### src/rtl/mem_access_stage.sv
// MEM pipeline stage: req/ack data/IO bus access with byte enables, load alignment and a bus timeout.
// Define MEM_MISALIGN_TRAP_EN to trap misaligned half/word accesses instead of issuing them.
module mem_access_stage #(
  parameter int TIMEOUT = 255
) (
  input  logic        clk,
  input  logic        rst,
  input  logic        in_valid,
  input  logic        in_MemRead,
  input  logic        in_MemWrite,
  input  logic        in_ioRead,
  input  logic        in_ioWrite,
  input  logic        in_MemtoReg,
  input  logic        in_RegWrite,
  input  logic [2:0]  in_funct3,
  input  logic [4:0]  in_rd_addr,
  input  logic [31:0] in_ALUResult,
  input  logic [31:0] in_rs2_v,
  output logic        stall,
  output logic        dmem_req,
  output logic        dmem_we,
  output logic [31:0] dmem_addr,
  output logic [3:0]  dmem_be,
  output logic [31:0] dmem_wdata,
  input  logic        dmem_ack,
  input  logic [31:0] dmem_rdata,
  output logic        WB_valid,
  output logic        WB_RegWrite,
  output logic        WB_MemtoReg,
  output logic [4:0]  WB_rd_addr,
  output logic [31:0] WB_ALUResult,
  output logic [31:0] WB_load_data,
  output logic        WB_buserr,
  output logic        WB_misalign
);

  typedef enum logic {IDLE, BUSY} state_t;

  localparam logic [7:0] LIMIT = 8'(TIMEOUT - 1);

  state_t     state, state_nxt;
  logic [7:0] cnt;
  logic       memop, is_read, is_write, misalign;
  logic       pass, trap, issue, done, abort;

  function automatic logic [3:0] store_be(input logic [2:0] f3, input logic [1:0] a);
    case (f3[1:0])
      2'b00:   return 4'b0001 << a;
      2'b01:   return 4'b0011 << {a[1], 1'b0};
      default: return 4'b1111;
    endcase
  endfunction

  function automatic logic [31:0] store_data(input logic [2:0] f3, input logic [31:0] v);
    case (f3[1:0])
      2'b00:   return {4{v[7:0]}};
      2'b01:   return {2{v[15:0]}};
      default: return v;
    endcase
  endfunction

  function automatic logic [31:0] load_align(input logic [2:0] f3, input logic [1:0] a,
                                             input logic [31:0] w);
    logic signed [7:0]  b;
    logic signed [15:0] h;
    b = w[{a, 3'b000} +: 8];
    h = a[1] ? w[31:16] : w[15:0];
    case (f3)
      3'b000:  return 32'(b);
      3'b001:  return 32'(h);
      3'b100:  return {24'd0, b};
      3'b101:  return {16'd0, h};
      default: return w;
    endcase
  endfunction

  assign is_read  = in_MemRead | in_ioRead;
  assign is_write = in_MemWrite | in_ioWrite;
  assign memop    = in_valid & (is_read | is_write);

`ifdef MEM_MISALIGN_TRAP_EN
  assign misalign = ((in_funct3[1:0] == 2'b01) & in_ALUResult[0]) |
                    (in_funct3[1] & (in_ALUResult[1:0] != 2'b00));
`else
  assign misalign = 1'b0;
`endif

  always_ff @(posedge clk) begin
    if (rst) state <= IDLE;
    else     state <= state_nxt;
  end

  // Ack takes priority over the timeout when both land in the same cycle
  always_comb begin
    state_nxt = state;
    pass      = 1'b0;
    trap      = 1'b0;
    issue     = 1'b0;
    done      = 1'b0;
    abort     = 1'b0;
    case (state)
      IDLE: begin
        if (!memop)        pass = 1'b1;
        else if (misalign) trap = 1'b1;
        else begin
          issue     = 1'b1;
          state_nxt = BUSY;
        end
      end
      BUSY: begin
        if (dmem_ack) begin
          done      = 1'b1;
          state_nxt = IDLE;
        end else if (cnt == LIMIT) begin
          abort     = 1'b1;
          state_nxt = IDLE;
        end
      end
      default: state_nxt = IDLE;
    endcase
  end

  assign stall = memop & ~trap & ~done & ~abort;

  // MEM/WB register stage
  always_ff @(posedge clk) begin
    if (rst) begin
      cnt          <= '0;
      dmem_req     <= 1'b0;
      dmem_we      <= 1'b0;
      dmem_addr    <= '0;
      dmem_be      <= '0;
      dmem_wdata   <= '0;
      WB_valid     <= 1'b0;
      WB_RegWrite  <= 1'b0;
      WB_MemtoReg  <= 1'b0;
      WB_rd_addr   <= '0;
      WB_ALUResult <= '0;
      WB_load_data <= '0;
      WB_buserr    <= 1'b0;
      WB_misalign  <= 1'b0;
    end else begin
      WB_buserr   <= 1'b0;
      WB_misalign <= 1'b0;
      if (pass || trap) begin
        WB_valid     <= pass ? in_valid : 1'b1;
        WB_RegWrite  <= pass ? in_RegWrite : 1'b0;
        WB_MemtoReg  <= in_MemtoReg;
        WB_rd_addr   <= in_rd_addr;
        WB_ALUResult <= in_ALUResult;
        WB_load_data <= '0;
        WB_misalign  <= trap;
      end else if (issue) begin
        cnt        <= '0;
        dmem_req   <= 1'b1;
        dmem_we    <= is_write;
        dmem_addr  <= {in_ALUResult[31:2], 2'b00};
        dmem_be    <= is_write ? store_be(in_funct3, in_ALUResult[1:0]) : 4'b1111;
        dmem_wdata <= store_data(in_funct3, in_rs2_v);
        WB_valid   <= 1'b0;
      end else if (done || abort) begin
        dmem_req     <= 1'b0;
        WB_valid     <= 1'b1;
        WB_RegWrite  <= done ? in_RegWrite : 1'b0;
        WB_MemtoReg  <= in_MemtoReg;
        WB_rd_addr   <= in_rd_addr;
        WB_ALUResult <= in_ALUResult;
        WB_load_data <= (done && is_read) ?
                        load_align(in_funct3, in_ALUResult[1:0], dmem_rdata) : '0;
        WB_buserr    <= abort;
      end else begin
        cnt      <= cnt + 8'd1;
        WB_valid <= 1'b0;
      end
    end
  end

endmodule

### config.mk
export PLATFORM = sky130hd
export DESIGN_NAME = mem_access_stage
export DESIGN_NICKNAME = d
export VERILOG_FILES = /design/src/rtl/mem_access_stage.sv
export SDC_FILE = /design/constraint.sdc
export NUM_CORES = 1
export LEC_CHECK = 0
export ABC_AREA = 1
export CORE_AREA = 2 2 125 127
export CTS_CLUSTER_SIZE = 40
export DETAILED_ROUTE_END_ITERATION = 10
export DIE_AREA = 0 0 127 129
export GPL_TIMING_DRIVEN = 0
export PLACE_DENSITY_LB_ADDON = 0.3
export SYNTH_ARGS = -nofsm -noshare
export SYNTH_HDL_FRONTEND = slang
export SYNTH_SLANG_ARGS = --single-unit
### constraint.sdc
create_clock -name clk -period 3.4 [get_ports clk]
set_input_delay 0.68 -clock clk [delete_from_list [all_inputs] [get_ports clk]]
set_output_delay 0.68 -clock clk [all_outputs]
set_load 0.005 [all_outputs]
# Word level (Yosys, flattened, before mapping)
# Cells that the tools add are included.
dict set report totals {
  ff_bits 150
  wordCells 88
  inputBits 114
  out_inout_bits 145
}
dict set report op_classes {
  shifts 3
  n_addsub 1
  n_eq_ne 7
  mux 38
  n_bitwise 12
  reduce_logical 13
}
# operator count
set ops {}
lappend ops {{32-bit two-way mux} 4}
lappend ops {{32-bit one-hot mux with 4 select lines} 1}
lappend ops {{32-bit one-hot mux with 2 select lines} 1}
lappend ops {{32-bit by 6-bit variable part select with 8-bit output} 1}
lappend ops {{1-bit two-way mux} 23}
lappend ops {{16-bit two-way mux} 1}
lappend ops {{8-bit two-way mux} 2}
lappend ops {{5-bit two-way mux} 3}
lappend ops {{2-bit AND reduction} 5}
lappend ops {{8-bit by 1-bit adder with 8-bit output (second input constant)} 1}
lappend ops {{8-bit == test (second input constant)} 1}
lappend ops {{4-bit one-hot mux with 2 select lines} 1}
lappend ops {{3-bit == test (second input constant)} 2}
lappend ops {{1-bit inverter} 6}
lappend ops {{4-bit two-way mux} 1}
lappend ops {{2-bit inequality test (second input constant)} 2}
lappend ops {{2-bit nonzero test} 2}
lappend ops {{4-bit OR reduction} 1}
lappend ops {{1-bit by 2-bit left shift with 4-bit output (first input constant)} 1}
lappend ops {{2-bit by 2-bit left shift with 4-bit output (first input constant)} 1}
lappend ops {{1-bit AND} 3}
lappend ops {{3-bit by 1-bit == test with 1-bit output (second input constant)} 1}
lappend ops {{3-bit logical NOT} 1}
lappend ops {{1-bit OR} 3}
lappend ops {{other kinds (6)} 6}

# Depth between registers and ports, before layout
# Gate-level depths: netlist of run 1.
dict set report logic_depth {
  word_depth 8
  ltp_mapped 10
  mapped_depth_nobuf 9
}

# Worst setup path before layout of run 1
# Ideal clock, no wire load.
dict set report synth_timing {
  path_kind {input-to-output}
  from {input port dmem_ack}
  to {output port stall}
  required_ns 2.720
  cell_stages 4
  n_path_buf 0
  slack_ns 1.552
  t_arrival_ns 1.168
  path_cell_list {nor2_2 nand4_1 nand2_1 nor2_1}
}
dict set report synth_between {
  elab_chain_len 5
  word_cells_on_any_way 8
  cone_classes {mux: 4; bitwise: 4}
}
# item line
set synth_lines {}
lappend synth_lines {{from (decl)} 25} ;# input logic dmem_ack,
lappend synth_lines {{1-bit two-way mux} 111} ;# if (dmem_ack) begin
lappend synth_lines {{1-bit two-way mux} 101} ;# case (state)
lappend synth_lines {{1-bit inverter} 123} ;# assign stall = memop & ~trap & ~done & ~abort;
lappend synth_lines {{1-bit AND} 123}
lappend synth_lines {{1-bit AND (*)} 123}
lappend synth_lines {{to (decl)} 19} ;# output logic stall,
# Mark *: on every way between the ends. The rest lies on a longest branch, timed or not.

# Final worst setup path of run 1
# Same ends and word-level chain as after synthesis.

==> impl_metrics.json, run 1 <==
{
  "power_density_nw_per_um2": 481.1,
  "worstPathArrival_ns": 2.23,
  "r2r-end": "dmem_addr[23]",
  "layout_commonest_cell": "nand2_1",
  "post-place-ws_ns": 0.5303,
  "cpMaxStageDelayCell": "clkdlybuf4s50_1",
  "numCtsBuffers": 17,
  "grt_overflow": 0,
  "die_y_um": 129,
  "start_kind": "primary input",
  "ys_types": 30,
  "core-area_um2": 14980,
  "clock_path_buffers": 2,
  "cp-end-kind": "output pin",
  "synth-edff-count": 0,
  "required_ns": 2.72,
  "antenna_found_initial": 0,
  "synthToLayoutAreaGrowth_pct": 53.06,
  "path_buf_inv": 2,
  "cts.sinks": 150,
  "place_inst": 1330,
  "ioPinCount": 259,
  "rr_worst_depth": 7,
  "wl_mm": 20.84,
  "rrSetupSlack_ns": 1.67,
  "dp_hpwl_mm": 15.69,
  "drive_gt1_share_pct": 7.325,
  "critPathCapture": "stall",
  "cp_common_cell": "clkdlybuf4s50_1",
  "final_core_util_pct": 64.85,
  "cp_max_fo": 4,
  "netlist_area_um2": 6346,
  "maxSlewViolCount": 0,
  "vias_per_cell": 4.939,
  "clk_latency_ns": 0.42,
  "grt_setup_unrepaired": "false",
  "grt_max_degree": 17,
  "report.final.hold_viol_count": 0,
  "critPathTopFamily": "buffers and inverters",
  "worstReg2RegStart": "state",
  "ys_ff_latch": 150,
  "path_class": "in -> out",
  "ctsRootBufferMaster": "clkbuf_16",
  "post_cts_buffers": 0,
  "ys.warnings.count": 0,
  "peakVddDrop_mv": 0.3703,
  "first_global_vias": 6079,
  "finalNonFillerCells": 1362,
  "synth_async_sr_flop_share_pct": 0,
  "cp.depth": 6,
  "cap_violations": 0,
  "cts_tree": "built",
  "fin_crit_ns": 2.915,
  "cp_cell_sequence": "clkdlybuf4s50_1 > nor2_2 > nand4_1 > nand2_1 > nor2_1 > clkdlybuf4s50_1",
  "hp-class": "reg -> reg",
  "outcome": "complete, no violations",
  "critPathLaunch": "dmem_ack",
  "worst_slew_pin_slew_ns": 0.6021,
  "fin_skew_ns": 0.009469,
  "drt_iter0_markers": 343,
  "fp.dieArea_um2": 16380,
  "clock.fmax_mhz": 343.1,
  "seq_area_frac_synth_pct": 47.32,
  "setup_viol": 0,
  "post_synth.cell_area_avg_um2": 7.146,
  "synthCells": 888,
  "tns_ns": 0,
  "diodes": 0,
  "hold_buffers": 0,
  "period_share_pct": 85.73,
  "drc": 0,
  "grt_pass1_wl_mm": 32.04,
  "power_mw": 4.673,
  "die_x_um": 127,
  "rows": 45,
  "start_util_pct": 42.37,
  "layout_setup_ws_ns": 0.4851,
  "cts.repair.resized": 0,
  "mostFrequentLayoutCells": "nand2_1, clkdlybuf4s50_1, dfxtp_1",
  "wl_per_cell_um": 15.30,
  "drt-pass1-iter-count": 5,
  "max_stage_delay_ns": 0.47,
  "path_clk_slew_ns": 0.06,
  "fin_nets": 1277,
  "port_buffers": 252,
  "yosys_most_used_dff": "dfxtp_1",
  "maxSlewHeadroom_pct": 59.86,
  "p_leak_nw": 3.992,
  "vias": 6727,
  "gp_congestion": 0.8982,
  "ant_nets": 0,
  "ctsHtreeMaxLevel": 4,
  "fill_cells": 1342,
  "grt_usage_pct": 24.91
}
==> cell usage after synthesis (5+ instances only) <==
master / instances / share of area, %
inv_1: 39 / 2.3
clkbuf_1: 25 / 1.5
nor2_1: 126 / 7.5
nand2_1: 254 / 15
buf_2: 15 / 1.2
nand4_1: 10 / 0.99
dfxtp_1: 150 / 47
a21oi_1: 106 / 8.4
o211a_1: 12 / 1.9
buf_4: 5 / 0.59
buf_6: 6 / 1.1
nand3_1: 37 / 2.9
inv_2: 8 / 0.47
o21ai_0: 66 / 5.2
nor2_2: 6 / 0.59
==> state kept, by name, indices dropped and copies added, names as in the netlist <==
signal / flops
WB_ALUResult: 32
dmem_be: 4
dmem_wdata: 32
WB_rd_addr: 5
state: 1
WB_RegWrite: 1
cnt: 8
WB_buserr: 1
dmem_req: 1
dmem_we: 1
WB_valid: 1
WB_load_data: 32
dmem_addr: 30
WB_MemtoReg: 1
==> stage by stage <==
stage	area (um^2)	hold slack, ns
5_1_grt	9713	0.4770
2_1_floorplan	6354	0.4473
6_report	9713	0.4632
3_5_place_dp	9111	0.4547
4_1_cts	9713	0.4649
3_3_place_gp	9111	0.4512
==> layer usage <==
metal / part of all wire, % / GRT usage [%] / up-vias
met5: 0 / 0 / -
met4: 3.2 / 11.31 / 0
met3: 6.4 / 5.239 / 43
met2: 48 / 41.62 / 247
met1: 43 / 31.12 / 3026
li1: - / - / 3411
==> layout make-up <==
class / count / area, um^2 / share of cell area [%]
sequential: 150 / 3003 / 30.92
multi-input combinational: 638 / 2884 / 29.69
timing repair buffer: 252 / 2522 / 25.97
clock buffer: 19 / 442.9 / 4.560
buffer: 53 / 281.5 / 2.898
tap: 188 / 235.2 / 2.422
inverter: 49 / 185.2 / 1.906
clock inverter: 13 / 158.9 / 1.636
==> power breakdown <==
group	switching [mW]	total, mW	internal [mW]
clock network	0.801	1.93	1.13
logic	0.391	0.821	0.429
registers	0.0548	1.93	1.87
==> tightest hold or removal path: cells and delay by family (launching register included) <==
kind,cells,cell delay (ns)
DFF,1,0.31
and+or+nand+nor,1,0.06
AOI/OAI and AO/OA,1,0.05
==> worst min-delay path by stage <==
stage                      from               end  slack, ns  cells past startpoint
2_1_floorplan            cnt[0]            cnt[0]       0.45                      1
3_3_place_gp    WB_load_data[0]   WB_load_data[0]       0.45                      2
3_5_place_dp      dmem_addr[20]     dmem_addr[20]       0.45                      2
4_1_cts           dmem_addr[20]     dmem_addr[20]       0.46                      2
5_1_grt           dmem_wdata[5]     dmem_wdata[5]       0.48                      2
6_report       WB_load_data[20]  WB_load_data[20]       0.46                      2
==> logic make-up after synthesis <==
kind of cell    Yosys count  share of synthesized area (%)
fa+ha+maj                 2                         0.3943
flops                   150                          47.32
other cells               1                        0.05909
compound gates          188                          15.99
simple gates            444                          28.75
xor+xnor                  1                         0.1380
buf+inv                 102                          7.354
(Power assumes the default switching activity.)
==> run 2, diff against run 1 <==
Settings changed: GPL_TIMING_DRIVEN 0 to 1.
==> run 2 against run 1 <==
Setup slack improved by 0.096 ns. Maximum frequency rose by 3.4%. Combinational power is 4.6% lower. Via count shrank 2.6%. Die area unchanged. Clock skew shrank 0.0027 ns. Core utilization is 1.1 points lower. Largest cell class unchanged. Wire length down 4.0%. Count of clock-buffer cells in the layout did not move.
==> impl_metrics.json, run 2 (synthesis results as in run 1) <==
{
  "drt_iter0_markers": 450,
  "mostFrequentLayoutCells": "nand2_1, clkdlybuf4s50_1, dfxtp_1",
  "grt_usage_pct": 24.00,
  "vias": 6553,
  "gp_congestion": 0.8310,
  "setup_viol": 0,
  "post_cts_buffers": 0,
  "p_leak_nw": 3.912,
  "clock.fmax_mhz": 354.8,
  "grt_use_met1_pct": 30.14,
  "worstReg2RegStart": "cnt[0]",
  "grt_setup_unrepaired": "false",
  "die_y_um": 129,
  "cp_max_fo": 4,
  "top_usage_layer": "met2",
  "grt_max_degree": 53,
  "wl_mm": 20.01,
  "path_clk_slew_ns": 0.07,
  "worst_slew_pin_slew_ns": 0.6563,
  "numCtsBuffers": 17,
  "clk_latency_ns": 0.42,
  "vias_per_cell": 4.957,
  "fin_skew_ns": 0.006806,
  "cts.sinks": 150,
  "power_density_nw_per_um2": 488.0,
  "ctsRootBufferMaster": "clkbuf_16",
  "wl_per_cell_um": 15.13,
  "drive_gt1_share_pct": 6.526,
  "port_buffers": 255,
  "ctsHtreeMaxLevel": 4,
  "period_share_pct": 82.89,
  "critPathTopFamily": "buffers and inverters",
  "critPathCapture": "stall",
  "fin_nets": 1237,
  "rr_worst_depth": 8,
  "whs_ns": 0.4623,
  "path_class": "in -> out",
  "cp-end-kind": "output pin",
  "report.final.hold_viol_count": 0,
  "fin_crit_ns": 2.818,
  "ant_nets": 0,
  "power_mw": 4.657,
  "antenna_found_initial": 0,
  "path_buf_inv": 2,
  "top_regs": "WB_ALUResult: 32 flops, WB_load_data: 32 flops, dmem_wdata: 32 flops",
  "cap_violations": 0,
  "hp-class": "reg -> reg",
  "tns_ns": 0,
  "synthToLayoutAreaGrowth_pct": 50.35,
  "critPathLaunch": "dmem_ack",
  "grt_overflow": 0,
  "dp_hpwl_mm": 14.06,
  "drc": 0,
  "start_util_pct": 42.37,
  "fp.dieArea_um2": 16380,
  "grt_pass1_wl_mm": 31.17,
  "rows": 45,
  "cp_common_cell": "clkdlybuf4s50_1",
  "cp.depth": 6,
  "die_x_um": 127,
  "maxSlewHeadroom_pct": 56.18,
  "cts_tree": "built",
  "grtUsageMet2_pct": 39.78,
  "outcome": "complete, no violations",
  "required_ns": 2.72,
  "start_kind": "primary input",
  "peakVddDrop_mv": 0.3328,
  "ioPinCount": 259,
  "rrSetupSlack_ns": 1.49,
  "maxSlewViolCount": 0,
  "hold_buffers": 0,
  "first_global_vias": 5832,
  "cp_cell_sequence": "clkdlybuf4s50_1 > nor2_2 > nand4_1 > nand2_1 > nor2_1 > clkdlybuf4s50_1",
  "cts.repair.resized": 0,
  "drt-pass1-iter-count": 5,
  "use_met3_pct": 5.364,
  "diodes": 0,
  "core-area_um2": 14980,
  "max_stage_delay_ns": 0.45,
  "worstPathArrival_ns": 2.14,
  "cpMaxStageDelayCell": "clkdlybuf4s50_1",
  "r2r-end": "WB_ALUResult[22]",
  "clock_path_buffers": 2
}
run 2: changes by cell type in the layout (fill, tap and decap cells not counted), moves of 2 or more:
cell / before / now
buf_1: 2 / 0
buf_4: 5 / 10
clkbuf_1: 26 / 0
clkdlybuf4s50_1: 252 / 254
buf_6: 6 / 0
inv_6: 6 / 4
buf_2: 15 / 1
inv_2: 8 / 10
run 2: layer usage:
| metal | part of all wire (%) | routed length [um] |
|---|---|---|
| met1 | 42 | 8477 |
| met2 | 49 | 9788 |
| met3 | 5.8 | 1164 |
| met4 | 2.9 | 578 |
| met5 | 0 | 0 |
run 2: final cells by class:
| class | count | area [um^2] |
|---|---|---|
| inverter | 49 | 185.2 |
| multi-input combinational | 638 | 2884 |
| fill | 1341 | 5435 |
| clock buffer | 19 | 452.9 |
| sequential | 150 | 3003 |
| tap | 188 | 235.2 |
| clock inverter | 13 | 158.9 |
| timing repair buffer | 265 | 2623 |
run 2: metrics by stage:
stage               area (um^2)  setup slack (ns)  utilization, %  std cells
global route               9542            0.4724           63.71       1322
detailed placement         8930            0.5826           59.62       1290
finish                     9542            0.5816           63.71       1322
floorplan                  6354             1.552               -        890
global placement           8930            0.5959           59.62       1290
CTS                        9542            0.5812           63.71       1322
run 2: power by group:
group	leakage [nW]	switching, mW	internal, mW
combinational	2.38	0.373	0.410
sequential	1.23	0.0545	1.87
clock	0.301	0.802	1.15
total	3.91	1.23	3.43
run 2: worst min-delay path by stage:
| stage | end | slack (ns) | cells past startpoint | from |
|---|---|---|---|---|
| floorplan | cnt[0] | 0.45 | 1 | cnt[0] |
| global placement | dmem_addr[7] | 0.45 | 2 | dmem_addr[7] |
| detailed placement | dmem_addr[23] | 0.45 | 2 | dmem_addr[23] |
| CTS | dmem_addr[23] | 0.46 | 2 | dmem_addr[23] |
| global route | dmem_addr[31] | 0.48 | 2 | dmem_addr[31] |
| finish | dmem_addr[15] | 0.46 | 2 | dmem_addr[15] |
run 2: worst min-delay path, stage by stage (launching register included):
cell and delay, ns:
dfxtp_1 0.31, nand2_1 0.06, a21oi_1 0.05
==> run 3, diff against run 2 <==
Settings changed: CORE_AREA 2 2 125 127 to 2 2 131 133, DIE_AREA 0 0 127 129 to 0 0 133 135.
Clock period 3.4 ns to 2.3 ns, I/O delays scaled along.
==> run 3 against run 2 <==
Clock power up 39%. Cell count rose by 3.4%. Sequential share of layout area shrank 0.53 points. Critical endpoint unchanged.
==> impl_metrics.json, run 3 (synthesis results as in run 1) <==
{
  "cts_tree": "built",
  "rrSetupSlack_ns": 0.63,
  "die_x_um": 133,
  "critPathLaunch": "dmem_ack",
  "drc": 0,
  "post-place-ws_ns": 0.02428,
  "r2r-end": "WB_ALUResult[0]",
  "drt_iter0_markers": 354,
  "antenna_found_initial": 0,
  "core-area_um2": 16410,
  "cts.repair.resized": 2,
  "worst_slew_pin_slew_ns": 0.5400,
  "peakVddDrop_mv": 0.4945,
  "diodes": 0,
  "hold_buffers": 0,
  "cp.depth": 6,
  "fill_cells": 1541,
  "maxSlewViolCount": 0,
  "path_clk_slew_ns": 0.06,
  "fin_skew_ns": 0.006720,
  "grt_max_degree": 49,
  "clk_latency_ns": 0.42,
  "ioPinCount": 259,
  "layout_commonest_cell": "nand2_1",
  "place_inst": 1336,
  "regArea_um2": 3004,
  "worstReg2RegStart": "cnt[2]",
  "cts.sinks": 150,
  "numCtsBuffers": 17,
  "clock.fmax_mhz": 490.6,
  "first_global_vias": 6151,
  "grt_setup_unrepaired": "false",
  "cp_max_fo": 3,
  "wl_per_cell_um": 14.90,
  "drt-pass1-iter-count": 5,
  "report.final.hold_viol_count": 0,
  "maxSlewHeadroom_pct": 63.95,
  "critPathCapture": "stall",
  "fin_crit_ns": 2.038,
  "cpMaxStageDelayCell": "clkdlybuf4s50_1",
  "vias": 6568,
  "power_mw": 6.775,
  "power_density_nw_per_um2": 697.6,
  "start_kind": "primary input",
  "cp_cell_sequence": "clkdlybuf4s50_1 > nor2_2 > nand4_1 > nand2_1 > nor2_1 > dlygate4sd2_1",
  "top_regs": "WB_ALUResult: 32 flops, WB_load_data: 32 flops, dmem_wdata: 32 flops",
  "fp.dieArea_um2": 17960,
  "multi_input_area_um2": 2884,
  "setup_viol": 0,
  "start_util_pct": 38.68,
  "final_core_util_pct": 59.19,
  "worstPathArrival_ns": 1.58,
  "grt_overflow": 0,
  "ctsRootBufferMaster": "clkbuf_16",
  "rows": 47,
  "die_y_um": 135,
  "grt_usage_pct": 22.82,
  "clock_path_buffers": 2,
  "port_buffers": 255,
  "vias_per_cell": 4.805,
  "fin_nets": 1251,
  "ctsHtreeMaxLevel": 4,
  "ant_nets": 0,
  "layout_setup_ws_ns": 0.2617,
  "required_ns": 1.84,
  "hp-class": "reg -> reg",
  "gp_congestion": 0.8687,
  "path_class": "in -> out",
  "outcome": "complete, no violations",
  "path_buf_inv": 2,
  "max_stage_delay_ns": 0.45,
  "grt_pass1_wl_mm": 32.49,
  "p_leak_nw": 3.972,
  "period_share_pct": 88.62,
  "critPathTopFamily": "buffers and inverters",
  "dp_hpwl_mm": 14.65,
  "cap_violations": 0,
  "tns_ns": 0,
  "cp-end-kind": "output pin",
  "drive_gt1_share_pct": 7.585,
  "synthToLayoutAreaGrowth_pct": 53.02,
  "post_cts_buffers": 0,
  "finalNonFillerCells": 1367,
  "rr_worst_depth": 8,
  "wl_mm": 20.37,
  "mostFrequentLayoutCells": "nand2_1, clkdlybuf4s50_1, dfxtp_1"
}
run 3: cell types whose count changed in the layout (fill, tap and decap cells not counted), sizes merged:
cell,before,now
buf,11,25
inv,55,49
clkinvlp,1,5
clkdlybuf4s50,254,253
clkinv,4,5
dlygate4sd2,0,1
run 3: stage by stage:
stage	cell area (um^2)	hold WS, ns
2_1_floorplan	6354	0.4473
3_3_place_gp	9138	0.4521
3_5_place_dp	9138	0.4547
4_1_cts	9711	0.4563
5_1_grt	9711	0.4823
6_report	9711	0.4546
run 3: power breakdown:
group | total (mW) | leakage, nW | internal [mW] | switching (mW)
Combinational | 1.20 | 2.47 | 0.641 | 0.557
Sequential | 2.85 | 1.23 | 2.77 | 0.0830
Clock | 2.72 | 0.267 | 1.62 | 1.11
run 3: per-layer routing:
layer / vias up / wire [um] / GRT usage [%]
met5: - / 0 / 0
li1: 3357 / - / -
met4: 0 / 462 / 8.722
met2: 232 / 9630 / 38.11
met3: 31 / 1314 / 5.668
met1: 2948 / 8965 / 28.53
run 3: layout make-up:
class / instances / area share (%)
Clock inverter: 12 / 1.340
Inverter: 49 / 1.907
Clock buffer: 19 / 4.561
Timing Repair Buffer: 279 / 28.72
Tap cell: 220 / 2.835
Sequential cell: 150 / 30.94
Multi-Input combinational cell: 638 / 29.70
run 3: worst min path at each step:
stage               depth (start not counted)              end  slack, ns       startpoint
finish                                      1           cnt[0]       0.45           cnt[0]
global route                                1           cnt[0]       0.48           cnt[0]
CTS                                         1           cnt[0]       0.46           cnt[0]
detailed placement                          2     dmem_addr[8]       0.45     dmem_addr[8]
global placement                            2  WB_load_data[0]       0.45  WB_load_data[0]
floorplan                                   1           cnt[0]       0.45           cnt[0]
